File: src/rtl/segdis_mux_if.sv
// Bus bundle for the multiplexed seven-segment display driver.
// Host side (master) loads digits and levels; the driver (slave) returns pin levels and status.
interface segdis_mux_if #(
    parameter int NDIG = 4
);
    logic                load;
    logic [4*NDIG-1:0]   data_in;
    logic [NDIG-1:0]     dp_in;
    logic                lz_en;
    logic                en;
    logic [6:0]          seg;
    logic                dp;
    logic [NDIG-1:0]     an;
    logic                pend;
    logic                frame;

    modport master (
        output load, data_in, dp_in, lz_en, en,
        input  seg, dp, an, pend, frame
    );

    modport slave (
        input  load, data_in, dp_in, lz_en, en,
        output seg, dp, an, pend, frame
    );
endinterface

File: src/rtl/segdis_mux.sv
// Time-multiplexed hex display driver: prescaled digit scan, shadow/active
// double buffer applied at frame wrap, leading-zero blanking, pin polarity options.
module segdis_mux #(
    parameter int NDIG    = 4,
    parameter int DIV     = 1000,
    parameter int SEG_LOW = 0,
    parameter int AN_LOW  = 0
) (
    input logic          clk,
    input logic          rst_n,
    segdis_mux_if.slave  bus
);
    localparam int PW = (DIV > 1) ? $clog2(DIV) : 1;
    localparam int IW = (NDIG > 1) ? $clog2(NDIG) : 1;

    logic [PW-1:0]      r_pre;
    logic [IW-1:0]      r_idx;
    logic [4*NDIG-1:0]  r_shd_d;
    logic [4*NDIG-1:0]  r_act_d;
    logic [NDIG-1:0]    r_shd_dp;
    logic [NDIG-1:0]    r_act_dp;
    logic               r_pend;
    logic               r_frame;

    logic               w_tick;
    logic               w_wrap;
    logic               w_apply;
    logic [3:0]         w_nib;
    logic               w_dpbit;
    logic               w_hi_zero;
    logic               w_blank;
    logic [6:0]         w_seg;
    logic               w_dp;
    logic [NDIG-1:0]    w_an;

    function automatic logic [6:0] f_seg7(input logic [3:0] n);
        case (n)
            4'h0: f_seg7 = 7'h3F;
            4'h1: f_seg7 = 7'h06;
            4'h2: f_seg7 = 7'h5B;
            4'h3: f_seg7 = 7'h4F;
            4'h4: f_seg7 = 7'h66;
            4'h5: f_seg7 = 7'h6D;
            4'h6: f_seg7 = 7'h7D;
            4'h7: f_seg7 = 7'h07;
            4'h8: f_seg7 = 7'h7F;
            4'h9: f_seg7 = 7'h6F;
            4'hA: f_seg7 = 7'h77;
            4'hB: f_seg7 = 7'h7C;
            4'hC: f_seg7 = 7'h39;
            4'hD: f_seg7 = 7'h5E;
            4'hE: f_seg7 = 7'h79;
            default: f_seg7 = 7'h71;
        endcase
    endfunction

    assign w_tick  = (r_pre == PW'(DIV - 1));
    assign w_wrap  = w_tick && (r_idx == IW'(NDIG - 1));
    assign w_apply = w_wrap && r_pend;

    always_ff @(posedge clk or negedge rst_n) begin
        if (!rst_n) begin
            r_pre   <= '0;
            r_idx   <= '0;
            r_frame <= 1'b0;
        end else begin
            r_pre   <= w_tick ? '0 : r_pre + 1'b1;
            if (w_tick) begin
                r_idx <= w_wrap ? '0 : r_idx + 1'b1;
            end
            r_frame <= w_wrap;
        end
    end

    // Active copy takes the old shadow on the apply edge even if a new load lands then.
    always_ff @(posedge clk or negedge rst_n) begin
        if (!rst_n) begin
            r_shd_d  <= '0;
            r_shd_dp <= '0;
            r_act_d  <= '0;
            r_act_dp <= '0;
            r_pend   <= 1'b0;
        end else begin
            if (w_apply) begin
                r_act_d  <= r_shd_d;
                r_act_dp <= r_shd_dp;
            end
            if (bus.load) begin
                r_shd_d  <= bus.data_in;
                r_shd_dp <= bus.dp_in;
            end
            r_pend <= bus.load | (r_pend & ~w_wrap);
        end
    end

    // Blank when the current nibble and every nibble above it are zero.
    always_comb begin
        w_nib     = '0;
        w_dpbit   = 1'b0;
        w_hi_zero = 1'b1;
        for (int unsigned i = 0; i < NDIG; i++) begin
            if (r_idx == IW'(i)) begin
                w_nib   = r_act_d[4*i +: 4];
                w_dpbit = r_act_dp[i];
            end
            if ((IW'(i) >= r_idx) && (r_act_d[4*i +: 4] != 4'h0)) begin
                w_hi_zero = 1'b0;
            end
        end
        w_blank = bus.lz_en && (r_idx != '0) && w_hi_zero;
        w_seg   = '0;
        w_dp    = 1'b0;
        w_an    = '0;
        if (bus.en) begin
            w_seg = w_blank ? 7'h00 : f_seg7(w_nib);
            w_dp  = w_dpbit;
            w_an  = NDIG'(1) << r_idx;
        end
    end

    assign bus.seg   = (SEG_LOW != 0) ? ~w_seg : w_seg;
    assign bus.dp    = (SEG_LOW != 0) ? ~w_dp  : w_dp;
    assign bus.an    = (AN_LOW  != 0) ? ~w_an  : w_an;
    assign bus.pend  = r_pend;
    assign bus.frame = r_frame;
endmodule

File: src/flat_wrapper.sv
// flat-port wrapper written by rule: the top's interface ports become plain ports
module segdis_mux_flat 
#(
    parameter int NDIG    = 4,
    parameter int DIV     = 1000,
    parameter int SEG_LOW = 0,
    parameter int AN_LOW  = 0
)
  (clk, rst_n, bus_load, bus_data_in, bus_dp_in, bus_lz_en, bus_en, bus_seg, bus_dp, bus_an, bus_pend, bus_frame);
  segdis_mux_if #(.NDIG(NDIG)) bus_i ();
  input logic clk;
  input logic rst_n;
  input wire logic [$bits(bus_i.load)-1:0] bus_load;
  input wire logic [$bits(bus_i.data_in)-1:0] bus_data_in;
  input wire logic [$bits(bus_i.dp_in)-1:0] bus_dp_in;
  input wire logic [$bits(bus_i.lz_en)-1:0] bus_lz_en;
  input wire logic [$bits(bus_i.en)-1:0] bus_en;
  output wire logic [$bits(bus_i.seg)-1:0] bus_seg;
  output wire logic [$bits(bus_i.dp)-1:0] bus_dp;
  output wire logic [$bits(bus_i.an)-1:0] bus_an;
  output wire logic [$bits(bus_i.pend)-1:0] bus_pend;
  output wire logic [$bits(bus_i.frame)-1:0] bus_frame;
  assign bus_i.load = bus_load;
  assign bus_i.data_in = bus_data_in;
  assign bus_i.dp_in = bus_dp_in;
  assign bus_i.lz_en = bus_lz_en;
  assign bus_i.en = bus_en;
  assign bus_seg = bus_i.seg;
  assign bus_dp = bus_i.dp;
  assign bus_an = bus_i.an;
  assign bus_pend = bus_i.pend;
  assign bus_frame = bus_i.frame;
  segdis_mux #(.NDIG(NDIG), .DIV(DIV), .SEG_LOW(SEG_LOW), .AN_LOW(AN_LOW)) u_core (.clk(clk), .rst_n(rst_n), .bus(bus_i));
endmodule
File: config.mk
export PLATFORM = sky130hd
export DESIGN_NAME = segdis_mux_flat
export DESIGN_NICKNAME = d
export VERILOG_FILES = /design/src/rtl/segdis_mux_if.sv /design/src/rtl/segdis_mux.sv /design/src/flat_wrapper.sv
export SDC_FILE = /design/constraint.sdc
export NUM_CORES = 1
export LEC_CHECK = 0
export ABC_AREA = 1
export CAP_MARGIN = 5
export CORE_MARGIN = 2
export CORE_UTILIZATION = 55
export DETAILED_ROUTE_END_ITERATION = 12
export GPL_TIMING_DRIVEN = 0
export PLACE_DENSITY = 0.8
export SYNTH_ARGS = -nofsm -noshare
export SYNTH_HDL_FRONTEND = slang
export SYNTH_SLANG_ARGS = --single-unit
File: constraint.sdc
create_clock -name clk -period 2.7 [get_ports clk]
set_input_delay 0.675 -clock clk [delete_from_list [all_inputs] [get_ports clk]]
set_output_delay 0.675 -clock clk [all_outputs]
set_load 0.03 [all_outputs]
# Word-level counts from Yosys, hierarchy flattened
# Memories as Yosys holds them, arrays and structs flattened.
# Index checks and enable logic that the tools add are counted.
# W data, S select, Z words.
[word_totals]
word_cells = 55
inputBits = 25
n_memories = 1
rom_bits = 112
output_inout_bits = 14
reg_bits = 54
[mem_list]
columns = ["memory", "depth", "width", "read_ports", "rd_ports_with_merged_regs", "write_ports", "line_no", "text"]
rows = [
  ["(no name shown)", 16, 7, 1, 0, 0, "segdis_mux.sv:37", "case (n)"],
]
[op_classes]
n_eq_ne = 4
reduce_logical = 14
bitwise_logic = 3
order_cmp = 4
n_addsub = 2
shift = 1
n_mux = 18
[op_table]
columns = ["op", "count"]
rows = [
  ["$mux W4", 5],
  ["$reduce_bool A4 Y1", 4],
  ["$mux W7", 2],
  ["$add A10 B1 Y10 const B", 1],
  ["$eq A10 B10 Y1 const B", 1],
  ["$mux W10", 1],
  ["$mux W1", 9],
  ["$logic_and A1 B1 Y1", 8],
  ["$eq A2 B2 Y1 const B", 2],
  ["$ge A1 B2 Y1 const A", 2],
  ["$ge A2 B2 Y1 const A", 2],
  ["$shl A1 B2 Y4 const A", 1],
  ["$add A2 B1 Y2 const B", 1],
  ["$eq A2 B1 Y1 const B", 1],
  ["$logic_not A2 Y1", 1],
  ["$mux W2", 1],
  ["$reduce_bool A2 Y1", 1],
  ["$and A1 B1 Y1", 1],
  ["$not A1 Y1", 1],
  ["$or A1 B1 Y1", 1],
]

# Depth between registers and ports, before layout
# Gate-level depths: netlist of run 1.
[depth]
ltp_word = 9
depth_mapped = 15
mapped_depth_nobuf = 14

# Worst setup path after synthesis of run 1
# No wires, ideal clock.
[synth_timing]
path_kind = "register -> output"
from = "register u_core.r_idx[0]"
to = "output bus_seg[2]"
stages_incl_launch_ff = 14
arrival_time_ns = 2.219
required_time_ns = 2.025
n_path_buf = 1
setup_slack_ns = -0.194
cell_sequence = "dfrtp_1 inv_1 ha_1 buf_2 inv_2 nor2_1 nor2_1 nand2_1 nand2_1 ha_1 inv_1 nand2_1 nor2_1 nor3_1"
[synth_between]
elab_chain_len = 9
elab_cells_between_ends = 26
cone_classes = "order compare: 4; eq/ne: 3; mux: 10; reduce/logical: 8; memory: 1"
[synth_rtl]
columns = ["item", "line_no", "text"]
rows = [
  ["start, declared", "segdis_mux.sv:17", "logic [IW-1:0] r_idx;"],
  ["start signal, assigned", "segdis_mux.sv:69", "r_idx <= w_wrap ? '0 : r_idx + 1'b1;"],
  ["branches (longest 7 deep; another with $mem_v2 Z16 W7)", "--", ""],
  ["$mux W7 *", "segdis_mux.sv:115", "w_seg = w_blank ? 7'h00 : f_seg7(w_nib);"],
  ["$mux W7 *", "segdis_mux.sv:114", "if (bus.en) begin"],
  ["end, declared", "flat_wrapper.sv:18", "output wire logic [$bits(bus_i.seg)-1:0] bus_seg;"],
]
# Mark *: on every way between the ends.

# Final worst setup path of run 1
[layout_timing]
from = "register u_core.r_idx[0]"
to = "output bus_seg[0]"
# The elaborated chain is that of the path after synthesis.

==> impl_metrics.ini, run 1 <==
[global_route]
grt_pass1_vias = 2404
gr-usage-met3_pct = 4.23
grt_use_met2_pct = 41.8
top_usage_layer = met2
globalRouteTotalUtil_pct = 24.9
overflow = 0
use_met1_pct = 31.9
grt_pass1_wl_um = 10800
grt_max_degree = 35
antenna_found_initial = 0

[layout]
nNetsFinal = 457
num_antenna_cells = 0
postLayoutCoreUtil_pct = 79.1
drive_above_1_share_pct = 33.7
syn_to_final_growth_pct = 41.0

[cts]
cts_hold_buf = 0
htreeDepth = 2
cts_made_buffers = 5
cts_tree = built
root_buffer = clkbuf_8
cts_buffer_depth = 2
insertion_delay_ns = 0.32
numClockSinks = 54
clk_pin_slew_ns = 0.10

[logic_synthesis]
synthArstFlopShare_pct = 100
synth_warnings = 0
postSynthNetCount = 385
synth.most_common_cell = nand2_1
ys.flop_type = dfrtp_1
netlist_instances = 348
ys_ff_latch = 54
yosysTopAreaCellShare_pct = 47.8
synth.yosys.seq_area_share_pct = 47.8
synth_cell_type_count = 27
synth_area_per_cell_sq_um = 8.13
syn_area_sq_um = 2830
synthTopCellsByArea = dfrtp_1, nand2_1, inv_1
synth_common_cells = nand2_1, dfrtp_1, inv_1
synth_edf_count = 0
yosys.area.top_type = dfrtp_1

[job]
cap_viol_max_count = 0

[routing]
drt_iter0_drc = 232
via_count = 2638
remaining_drc_errors = 0
ant_nets = 0
firstDrtPassIters = 5
finalWirelength_um = 7640
viasPerCell = 5.37
wl_per_cell_um = 15.6

[critical_path]
critPathRequiredTime_ns = 2.03
start_kind = register
critical_path_class = register to output pin
worstPathArrival_ns = 2.38
crit_fanout = 6
critPathCaptureType = output pin

[die]
die_w_um = 75.7
start_util_pct = 56.1
coreArea_sq_um = 5040
rows = 26
die_h_um = 75.7
die-area_sq_um = 5730
io_pins = 39

[sta]
skew_ns = 0.0109
min_period_ns = 3.06
tns_ns = -1.98
rsz0062_at_grt = true
slew_viol_final = 0
whs_ns = 0.298
timing.fmax_mhz = 327
fin_crit_sh_pct = 113
setup_viol = 8
hold_viol_final = 0
relSlewSlack_pct = 67.2
worst_slack_ns = -0.358
worst-slew-pin-transition_ns = 0.491

[pwr]
vdd_ir_drop_max_v = 0.000289
comb_power_share_pct = 9.2
clkPwrFrac_pct = 33.7
powerDensity_nw_per_um2 = 369
p_leak_nw = 1.96
seqPwrFrac_pct = 57.1
internal_power_mw = 1.10
p_total_mw = 1.47
p_sw_share_pct = 25.1
p_switching_mw = 0.370

[hold_path]
hp-class = primary input to async pin

[place]
numPortBuffers = 38
dpl_worst_slack_ns = -0.785
gp_congestion = 0.844
hpwl_um = 4110

[status]
failed_checks = negative setup slack
status = complete, but fails checks
## layout make-up
type | count | area (sq um)
plain buffers | 8 | 60.1
clock buffers | 6 | 82.6
clock inverters | 2 | 17.5
fillers | 314 | 1050
inverters | 54 | 220
multi-input cells | 229 | 1530
flip-flops and latches | 54 | 1350
well taps | 70 | 87.6
repair buffers | 68 | 634
## per-layer routing
metal	up-vias	routed length, um	share of wire, %
li1	1230	-	-
met1	1287	3160	41
met2	98	4000	52
met3	23	298	3.9
met4	0	191	2.5
met5	-	0	0
## state kept, by name, summed over array words and instances, names as in the netlist
signal / flops
u_core.r_act_d: 16
u_core.r_shd_dp: 4
u_core.bus.frame: 1
u_core.r_idx: 2
u_core.bus.pend: 1
u_core.r_act_dp: 4
u_core.r_shd_d: 16
u_core.r_pre: 10
## metrics by stage
step / instance area, sq um / instances
CTS: 3790 / 482
global route: 3990 / 491
finish: 3990 / 491
detailed placement: 3330 / 457
global placement: 3320 / 456
floorplan: 2850 / 348
## path summary, 6_finish.rpt
| kind | from | end | slack [ns] | cells past startpoint |
|---|---|---|---|---|
| min in group clk | u_core.r_pre[0] | u_core.r_pre[0] | 0.50 | 1 |
| min | rst_n | u_core.bus.pend | 0.30 | 1 |
| max | u_core.r_idx[0] | bus_seg[0] | -0.36 | 11 |
| max in group asynchronous | rst_n | u_core.r_act_d[6] | 1.85 | 2 |
| max reg2reg | u_core.r_pre[0] | u_core.r_idx[0] | 0.93 | 8 |
| min reg2reg | u_core.r_pre[0] | u_core.r_pre[0] | 0.50 | 1 |
## power groups by stage
stage | logic [mW] | clock network [mW] | registers (mW)
final | 0.135 | 0.496 | 0.841
after global routing | 0.151 | 0.537 | 0.844
after CTS | 0.137 | 0.500 | 0.841
after detailed placement | 0.136 | 0 | 0.857
after global placement | 0.129 | 0 | 0.856
after floorplan | 0.0586 | 0 | 0.856
## cell families after synthesis
| kind of cell | Yosys count | share of synthesized area, % |
|---|---|---|
| buffers and inverters | 65 | 9.99 |
| adders and majority gates | 12 | 5.31 |
| and+or+nand+nor | 149 | 21.8 |
| DFF | 54 | 47.8 |
| AOI/OAI and AO/OA | 67 | 14.8 |
| xor gates and xnor gates | 1 | 0.310 |
## critical path, cell delays in order, from the launching register on
cell      delay [ns]
dfrtp_2         0.48
buf_6           0.14
ha_4            0.18
a21oi_2         0.17
nand2_2         0.10
a21boi_4        0.20
buf_6           0.16
ha_4            0.15
nand2_4         0.06
a21oi_2         0.16
nor2_1          0.08
buf_4           0.17
## repair_timing
action                                  in CTS  in global routing
pin swaps                                   24                 27
setup buffers                               17                 12
resized for setup                          119                 40
endpoints found under the setup margin      12                  8
## cell usage in the layout (no fill, tap or decap), drive strengths merged, types with 2 or more instances in the layout
cell and n:
a21oi 18, buf 43, clkbuf 10, clkdlybuf4s50 25
clkinv 2, dfrtp 54, dlygate4sd2 4, ha 12
inv 54, nand2 99, nand3 14, nor2 28
nor3 6, o21ai 47
(Power assumes the default switching activity.)
==> run 2, diff against run 1 <==
--- a/config.mk
+++ b/config.mk
@@ -8,10 +8,10 @@
 export ABC_AREA = 1
 export CAP_MARGIN = 5
 export CORE_MARGIN = 2
-export CORE_UTILIZATION = 55
+export CORE_UTILIZATION = 59
 export DETAILED_ROUTE_END_ITERATION = 12
 export GPL_TIMING_DRIVEN = 0
-export PLACE_DENSITY = 0.8
+export PLACE_DENSITY = 0.91
 export SYNTH_ARGS = -nofsm -noshare
 export SYNTH_HDL_FRONTEND = slang
 export SYNTH_SLANG_ARGS = --single-unit
==> constraint.sdc (replaced) <==
create_clock -name clk -period 3.6 [get_ports clk]
set_input_delay 0.9 -clock clk [delete_from_list [all_inputs] [get_ports clk]]
set_output_delay 0.9 -clock clk [all_outputs]
set_load 0.03 [all_outputs]
==> run 2 against run 1 <==
Global-route usage decreased by 2.3 points. First-iteration DRC count decreased by 41%. The run now ends clean. Final area decreased by 15%. Core utilization decreased by 6.0 points. Clock-buffer cell count decreased by 1. Critical path depth increased by 2. Flip-flop and latch count unchanged. Critical path type unchanged. Register-to-register slack improved by 1.1 ns. Sequential power decreased by 25%. Largest cell class is now sequential cells. Via count decreased by 13%.
==> impl_metrics.ini, run 2 (same netlist as run 1, synthesis figures left out) <==
[status]
status = finished clean

[sta]
worst_slack_ns = 0.155
hold_viol_final = 0
worst-slew-pin-transition_ns = 0.447
fin_crit_sh_pct = 95.7
rsz0062_at_grt = true
setup_viol = 0
min_period_ns = 3.44
skew_ns = 0.00378
tns_ns = 0
timing.fmax_mhz = 290
whs_ns = 0.464
relSlewSlack_pct = 70.2
slew_viol_final = 0

[cts]
htreeDepth = 2
insertion_delay_ns = 0.30
numClockSinks = 54
cts_buffer_depth = 2
clk_pin_slew_ns = 0.09
cts_tree = built
root_buffer = clkbuf_8
cts_hold_buf = 0
cts_made_buffers = 5

[layout]
final_common_cell = nand2_1
final-seq-area_sq_um = 1350
num_antenna_cells = 0
final_area_sq_um = 3410
multiInputGateArea_sq_um = 1200
nNetsFinal = 435
syn_to_final_growth_pct = 20.4
drive_above_1_share_pct = 15.3
num-fill-cells = 357
layout_common_cells = nand2_1, dfrtp_1, inv_1
postLayoutCoreUtil_pct = 73.1
reg_top3 = u_core.r_act_d: 16 flops, u_core.r_shd_d: 16 flops, u_core.r_pre: 10 flops

[die]
start_util_pct = 60.7
die_w_um = 73.2
die_h_um = 73.2
coreArea_sq_um = 4660
io_pins = 39
die-area_sq_um = 5360
rows = 25

[place]
numPortBuffers = 38
hpwl_um = 4180
gp_congestion = 0.878
dpl_worst_slack_ns = -0.0454
dpl_cell_area_sq_um = 3290

[routing]
viasPerCell = 5.06
via_count = 2290
ant_nets = 0
drt_iter0_drc = 137
remaining_drc_errors = 0
finalWirelength_um = 5460
firstDrtPassIters = 4
wl_per_cell_um = 12.1

[critical_path]
critical_path_class = register to output pin
crit_fanout = 9
start_kind = register
critPathRequiredTime_ns = 2.70
critPathCaptureType = output pin
worstPathArrival_ns = 2.54

[global_route]
grt_max_degree = 37
globalRouteTotalUtil_pct = 22.6
grt_pass1_vias = 2223
grt_pass1_wl_um = 9550
overflow = 0
antenna_found_initial = 0

[hold_path]
hp-class = register to register

[pwr]
p_leak_nw = 1.75
powerDensity_nw_per_um2 = 329
vdd_ir_drop_max_v = 0.000266

[job]
cap_viol_max_count = 0
[run 2: repair_timing]
item | 4_1_cts | 5_1_grt
buffers inserted | 1 | 3
pin swaps | 0 | 1
setup endpoints to repair | 7 | 7
resized for setup | 13 | 18
[run 2: path summary, 6_finish.rpt]
path	startpoint	to	slack, ns	cells past startpoint
min reg2reg	u_core.r_pre[0]	u_core.r_pre[0]	0.46	1
max in group asynchronous	rst_n	u_core.r_shd_d[9]	2.54	2
max	u_core.r_idx[1]	bus_seg[1]	0.16	13
min	u_core.r_pre[0]	u_core.r_pre[0]	0.46	1
min in group asynchronous	rst_n	u_core.bus.frame	0.53	1
max reg2reg	u_core.r_pre[0]	u_core.r_act_d[0]	2.00	9
[run 2: worst max-delay path, stage by stage, from the launching register on]
cell     delay, ns
dfrtp_1       0.43
buf_4         0.15
ha_1          0.16
buf_2         0.18
a21oi_1       0.17
nand2_1       0.09
nand2_2       0.12
inv_1         0.10
ha_1          0.28
inv_1         0.03
nand2_1       0.07
nand2_1       0.08
a21oi_1       0.16
buf_2         0.22
[run 2: per-layer routing]
metal  GRT usage, %  wire [um]  up-vias
li1               -          -     1184
met1           30.0       2470     1059
met2           38.0       2760       39
met3           3.18        147        8
met4           7.61         89        0
met5              0          0        -
[run 2: layout make-up]
cell class / instances / area share (%)
tap: 54 / 1.98
clock inverter: 3 / 1.18
inverter: 54 / 5.95
timing repair buffer: 43 / 11.5
buffer: 11 / 2.35
clock buffer: 5 / 2.02
sequential: 54 / 39.7
multi-input combinational: 229 / 35.3
[run 2: through the flow]
| step | cells | power [mW] |
|---|---|---|
| after floorplan | 348 | 0.685 |
| after global placement | 440 | 0.738 |
| after detailed placement | 441 | 0.744 |
| after CTS | 450 | 1.13 |
| after global routing | 453 | 1.17 |
| final | 453 | 1.12 |
[run 2: where the power goes]
group | switching, mW | internal [mW] | total, mW
logic | 0.0570 | 0.0394 | 0.0964
clock network | 0.188 | 0.205 | 0.393
registers | 0.00518 | 0.626 | 0.631
